`config.mk`:
```
export PLATFORM = sky130hd
export DESIGN_NAME = regfile_wb_scheduler
export DESIGN_NICKNAME = d
export VERILOG_FILES = /design/src/rtl/y86_pkg.sv /design/src/rtl/y86_dst_decode.sv /design/src/rtl/regfile_wb_scheduler.sv
export SDC_FILE = /design/constraint.sdc
export NUM_CORES = 1
export LEC_CHECK = 0
export BUFFER_PORTS_ARGS = -buffer_cell sky130_fd_sc_hd__buf_2
export CAP_MARGIN = 10
export CORE_ASPECT_RATIO = 0.5
export CORE_UTILIZATION = 48
export DETAILED_ROUTE_END_ITERATION = 6
export GPL_TIMING_DRIVEN = 0
export PLACE_DENSITY_LB_ADDON = 0.15
export REMOVE_ABC_BUFFERS = 1
export SYNTH_ARGS = -nofsm -noshare
export SYNTH_HDL_FRONTEND = slang
export SYNTH_SLANG_ARGS = --single-unit
```
`constraint.sdc`:
```
create_clock -name clk -period 2.9 [get_ports clk]
set_input_delay 0.58 -clock clk [delete_from_list [all_inputs] [get_ports clk]]
set_output_delay 0.58 -clock clk [all_outputs]
set_load 0.01 [all_outputs]
```
`src/rtl/y86_pkg.sv`:
```
// Shared Y86-64 constants and write-back scheduler state encoding.
package y86_pkg;

  localparam logic [3:0] IHALT   = 4'h0;
  localparam logic [3:0] INOP    = 4'h1;
  localparam logic [3:0] IRRMOVQ = 4'h2;
  localparam logic [3:0] IIRMOVQ = 4'h3;
  localparam logic [3:0] IRMMOVQ = 4'h4;
  localparam logic [3:0] IMRMOVQ = 4'h5;
  localparam logic [3:0] IOPQ    = 4'h6;
  localparam logic [3:0] IJXX    = 4'h7;
  localparam logic [3:0] ICALL   = 4'h8;
  localparam logic [3:0] IRET    = 4'h9;
  localparam logic [3:0] IPUSHQ  = 4'hA;
  localparam logic [3:0] IPOPQ   = 4'hB;

  localparam logic [3:0] RRSP  = 4'h4;
  localparam logic [3:0] RNONE = 4'hF;

  typedef enum logic [1:0] {
    IDLE = 2'd0,
    WR_E = 2'd1,
    WR_M = 2'd2,
    FIN  = 2'd3
  } wb_state_t;

endpackage

```
`src/rtl/y86_dst_decode.sv`:
```
// Combinational dstE/dstM decode from icode, cnd, rA and rB.
module y86_dst_decode
  import y86_pkg::*;
#(
  parameter int ADDR_W = 4
) (
  input  logic [3:0]        icode_i,
  input  logic              cnd_i,
  input  logic [ADDR_W-1:0] ra_i,
  input  logic [ADDR_W-1:0] rb_i,
  output logic [ADDR_W-1:0] dst_e_o,
  output logic [ADDR_W-1:0] dst_m_o
);

  localparam logic [ADDR_W-1:0] NONE = ADDR_W'(RNONE);
  localparam logic [ADDR_W-1:0] RSP  = ADDR_W'(RRSP);

  always_comb begin
    dst_e_o = NONE;
    dst_m_o = NONE;
    case (icode_i)
      IIRMOVQ, IOPQ:              dst_e_o = rb_i;
      IRRMOVQ:                    dst_e_o = cnd_i ? rb_i : NONE;
      ICALL, IRET, IPUSHQ, IPOPQ: dst_e_o = RSP;
      default:                    dst_e_o = NONE;
    endcase
    if (icode_i == IMRMOVQ || icode_i == IPOPQ) begin
      dst_m_o = ra_i;
    end
  end

endmodule

```
`src/rtl/regfile_wb_scheduler.sv`:
```
// Serialises Y86-64 E then M write-back onto one register-file write port,
// sharing idle cycles with a debug writer that is forced ahead after a starvation limit.
module regfile_wb_scheduler
  import y86_pkg::*;
#(
  parameter int REG_W            = 64,
  parameter int ADDR_W           = 4,
  parameter int DBG_STARVE_LIMIT = 4
) (
  input  logic              clk,
  input  logic              rst_n,
  input  logic              in_valid,
  output logic              in_ready,
  input  logic [3:0]        in_icode,
  input  logic              in_cnd,
  input  logic [ADDR_W-1:0] in_rA,
  input  logic [ADDR_W-1:0] in_rB,
  input  logic [REG_W-1:0]  in_valE,
  input  logic [REG_W-1:0]  in_valM,
  input  logic              dbg_req,
  input  logic [ADDR_W-1:0] dbg_addr,
  input  logic [REG_W-1:0]  dbg_data,
  output logic              dbg_gnt,
  output logic              rf_we,
  output logic [ADDR_W-1:0] rf_waddr,
  output logic [REG_W-1:0]  rf_wdata,
  output logic              busy,
  output logic              done
);

  localparam int CNT_W = $clog2(DBG_STARVE_LIMIT + 1);
  localparam logic [ADDR_W-1:0] NONE  = ADDR_W'(RNONE);
  localparam logic [CNT_W-1:0]  LIMIT = CNT_W'(DBG_STARVE_LIMIT);

  wb_state_t         state_q, state_d;
  logic [ADDR_W-1:0] dst_e_q, dst_m_q;
  logic [ADDR_W-1:0] dec_e, dec_m;
  logic [REG_W-1:0]  val_e_q, val_m_q;
  logic [CNT_W-1:0]  starve_q, starve_d;
  logic              done_q, done_d;
  logic              idle, forced_dbg, accept;

  y86_dst_decode #(.ADDR_W(ADDR_W)) u_dst_decode (
    .icode_i (in_icode),
    .cnd_i   (in_cnd),
    .ra_i    (in_rA),
    .rb_i    (in_rB),
    .dst_e_o (dec_e),
    .dst_m_o (dec_m)
  );

  assign idle       = (state_q == IDLE);
  assign forced_dbg = dbg_req && (starve_q == LIMIT);
  assign in_ready   = rst_n && idle && !forced_dbg;
  assign accept     = in_valid && in_ready;
  // Debug only owns the port in IDLE, and only when no instruction wins it.
  assign dbg_gnt    = rst_n && idle && dbg_req && (forced_dbg || !in_valid);
  assign busy       = !idle;
  assign done       = rst_n && done_q;

  // done_d is asserted for the state whose cycle completes the instruction.
  always_comb begin
    state_d = state_q;
    done_d  = 1'b0;
    case (state_q)
      IDLE: begin
        if (accept) begin
          if (dec_e != NONE) begin
            state_d = WR_E;
            done_d  = (dec_m == NONE);
          end else if (dec_m != NONE) begin
            state_d = WR_M;
            done_d  = 1'b1;
          end else begin
            state_d = FIN;
            done_d  = 1'b1;
          end
        end
      end
      WR_E: begin
        if (dst_m_q != NONE) begin
          state_d = WR_M;
          done_d  = 1'b1;
        end else begin
          state_d = IDLE;
        end
      end
      default: state_d = IDLE;
    endcase
  end

  always_comb begin
    if (!dbg_req || dbg_gnt) begin
      starve_d = '0;
    end else if (accept && starve_q != LIMIT) begin
      starve_d = starve_q + 1'b1;
    end else begin
      starve_d = starve_q;
    end
  end

  always_comb begin
    rf_we    = 1'b0;
    rf_waddr = dst_e_q;
    rf_wdata = val_e_q;
    if (rst_n) begin
      case (state_q)
        IDLE: begin
          if (dbg_gnt) begin
            rf_we    = (dbg_addr != NONE);
            rf_waddr = dbg_addr;
            rf_wdata = dbg_data;
          end
        end
        WR_E: rf_we = (dst_e_q != NONE);
        WR_M: begin
          rf_we    = (dst_m_q != NONE);
          rf_waddr = dst_m_q;
          rf_wdata = val_m_q;
        end
        default: rf_we = 1'b0;
      endcase
    end
  end

  always_ff @(posedge clk) begin
    if (!rst_n) begin
      state_q  <= IDLE;
      starve_q <= '0;
      done_q   <= 1'b0;
      dst_e_q  <= NONE;
      dst_m_q  <= NONE;
      val_e_q  <= '0;
      val_m_q  <= '0;
    end else begin
      state_q  <= state_d;
      starve_q <= starve_d;
      done_q   <= done_d;
      if (accept) begin
        dst_e_q <= dec_e;
        dst_m_q <= dec_m;
        val_e_q <= in_valE;
        val_m_q <= in_valM;
      end
    end
  end

endmodule
```
==> impl_metrics.csv <==
group,metric,value,unit
global_route,antenna_found_initial,0,
global_route,grt_usage,0.288,
sta,slew_violations,0,
place,gp_congestion,0.827,
drt,vias,6853,
layout,drive_above_1_share,0.322,
layout,final_area,8980,µm²
floorplan,dieArea,14200,µm²
synth,syn_area_per_cell,8.09,µm²
drt,wl_met2,10.1,mm
floorplan,fp.dieW,167,µm
synth,netlist-cell-type-count,37,
drt,wl_met1,8.45,mm
floorplan,die_h,84.6,µm
global_route,grt_pass1_vias,6595,
synth,synth_fa_ha_area_frac,0.00382,
pwr,ir_drop,473,µV
synth,synth-xor-area-share,0,
place,numPortBuffers,285,
setup_path,crit_path_max_incr_delay,0.30,ns
sta,setup_viol,0,
layout,regArea,2850,µm²
synth,yosys_warnings,0,
setup_path,crit_fanout,57,
synth,syn_area,6550,µm²
hold_path,hp-class,"primary input to flip-flop",
place,place.detailed.hpwl,12.8,mm
setup_path,crit_buf_inv,6,
synth,synth_compound_area_frac,0.283,
clocking,clock_sinks,142,
drt,drcViolationCount,0,
sta,clock_skew,0.00772,ns
setup_path,cp.required,2.32,ns
drt,highest_layer,"met4",
layout,layout_commonest_cell,"buf_2",
clocking,numCtsBuffers,17,
synth,synth_top_family_by_area,"compound AO/OA/AOI/OAI gates",
setup_path,path_cells,"buf_12 -> buf_16 -> and3b_4 -> a41oi_4 -> buf_12 -> buf_16 -> a222oi_1 -> inv_1 -> buf_2",
drt,ant_nets,0,
floorplan,core,13000,µm²
global_route,grt_pass1_wl,32.5,mm
sta,hold_violations,0,
clocking,h-tree-depth,4,
layout,layout_common_cells,"284 x buf_2, 262 x nand2_1, 140 x dfxtp_1, 90 x a21boi_0, 74 x inv_1",
job,cap_violations,0,
setup_path,crit_family,"buffers and inverters",
layout,syn2layout_area_growth,37.1,%
setup_path,crit_arrival,2.19,ns
synth,ys_ff_latch,142,
setup_path,critPathSlowestCell,"a222oi_1",
pwr,p_leak,4.31,nW
layout,nets,1284,
drt,viasPerCell,5.48,
place,post-place-cells,1204,
layout,multi_input_area,3180,µm²
drt,routedWlPerCell,16.6,µm
floorplan,start_util,0.504,
sta,fin_crit_sh,0.955,
global_route,grt_overflow,0,
clocking,insertion_delay,0.40,ns
clocking,clock_path_buffers,2,
synth,synthSimpleGateAreaFrac,0.183,
layout,diodes,0,
floorplan,rows,29,
clocking,root_buffer,"clkbuf_16",
synth,ys_seq_area_frac,0.434,
drt,met3_length,1.89,mm
floorplan,ios,286,
synth,syn_inst,810,
pwr,powerDensity,584,nW/µm²
layout,instances_no_fill,1251,
run_status,status,"finished, final reports clean",
clocking,hold_buffers,0,
place,place_area,8050,µm²
sta,slew_headroom,0.429,
sta,worst_slew_pin_slew,0.847,ns
clocking,cts_tree,"done",
synth,synthMuxAreaShare,0,
drt,drtPass1Iterations,7,
drt,wl,20.8,mm
setup_path,end_kind,"output pin",
sta,min_period,2.77,ns
drt,drt_iter0_drc,797,
setup_path,startpoint_type,"primary input",
global_route,grt_max_degree,71,
clocking,clkTransAtPathRegs,0.07,ns
pwr,fin_total_pwr,0.00525,W
sta,rsz0062_at_grt,"false",
layout,fill_cells,1090,
sta,fmax,0.361,GHz
setup_path,worstSetupPathType,"primary input to output pin",
routing by layer:
| metal | up-vias | GRT usage |
|---|---|---|
| li1 | 3320 | - |
| met1 | 3174 | 0.341 |
| met2 | 320 | 0.507 |
| met3 | 39 | 0.0816 |
| met4 | 0 | 0.0967 |
| met5 | - | 0 |
timing repair:
action,4_1_cts,5_1_grt
resized for setup,6,6
setup endpoints to repair,72,66
pin swaps,3,2
hold endpoints to repair,0,0
gates cloned,4,2
buffers inserted,9,1
worst reg2reg max path, delay by kind of cell, from the launching register on:
kind | cells | cell delay (ns)
buf+inv | 2 | 0.51
compound gates | 1 | 0.08
simple gates | 3 | 1.22
flops | 1 | 0.39
cells in the mapped netlist (all sizes together):
| cell type | count | area [µm²] |
|---|---|---|
| nand2 | 262 | 983 |
| dfxtp | 142 | 2840 |
| a21boi | 130 | 976 |
| inv | 74 | 278 |
| a222oi | 68 | 681 |
| buf | 35 | 226 |
| clkbuf | 34 | 128 |
| nor2 | 10 | 37.5 |
| o21ai | 7 | 35.0 |
| nand3 | 6 | 35.0 |
| nor3 | 5 | 25.0 |
| nand4 | 4 | 25.0 |
| a21oi | 3 | 15.0 |
| a2bb2oi | 3 | 26.3 |
| and3 | 3 | 18.8 |
| a31oi | 2 | 12.5 |
| and2 | 2 | 12.5 |
| and3b | 2 | 17.5 |
| ha | 2 | 25.0 |
| nor3b | 2 | 26.3 |
| o21bai | 2 | 15.0 |
| o31ai | 2 | 15.0 |
| a2111oi | 1 | 8.76 |
| a211o | 1 | 8.76 |
| a21bo | 1 | 10.0 |
| a21o | 1 | 7.51 |
| a32o | 1 | 10.0 |
| a41oi | 1 | 16.3 |
| and4 | 1 | 8.76 |
| nand4b | 1 | 8.76 |
| o221ai | 1 | 8.76 |
| o31a | 1 | 8.76 |
metrics by stage:
step                      TNS, ns  setup WS, ns  hold WS (ns)   util
after floorplan           -156.16         -1.03         0.435      -
after global placement    -933.07         -5.61         0.441  0.603
after detailed placement   -76.43        -0.868         0.446  0.620
after CTS                       0        0.0268         0.398  0.684
after global routing            0       0.00269         0.405  0.691
final                           0         0.131         0.410  0.691
final cells by class:
| class | instances | area share |
|---|---|---|
| clock buffers | 18 | 0.0478 |
| well taps | 170 | 0.0237 |
| flip-flops and latches | 142 | 0.317 |
| repair buffers | 306 | 0.203 |
| clock inverters | 13 | 0.0238 |
| multi-input cells | 528 | 0.354 |
| inverters | 74 | 0.0309 |
path summary, 6_finish.rpt:
kind                             startpoint           to  slack [ns]  cells after the start
worst max register to register   state_q[1]   dst_e_q[1]        0.59                      6
worst max-delay path                  rst_n  rf_waddr[1]        0.13                      9
worst min register to register  val_m_q[23]  val_m_q[23]        0.45                      2
worst min-delay path            in_valM[27]  val_m_q[27]        0.41                      3
report_power, final:
group	internal (W)	leakage (nW)	switching, W
sequential	0.00205	1.16	0.0000525
combinational	0.000356	2.84	0.000407
clock	0.00153	0.307	0.000855
kinds of logic after synthesis:
group / after synthesis
compound gates: 225
fa+ha+maj: 2
buf+inv: 143
flops: 142
simple gates: 298
registers in the layout, summed over array words and instances, names as in the netlist:
signal / count
val_e_q: 64
val_m_q: 64
dst_e_q: 4
dst_m_q: 4
starve_q: 3
state_q: 2
done_q: 1
(Power assumes the default switching activity.)
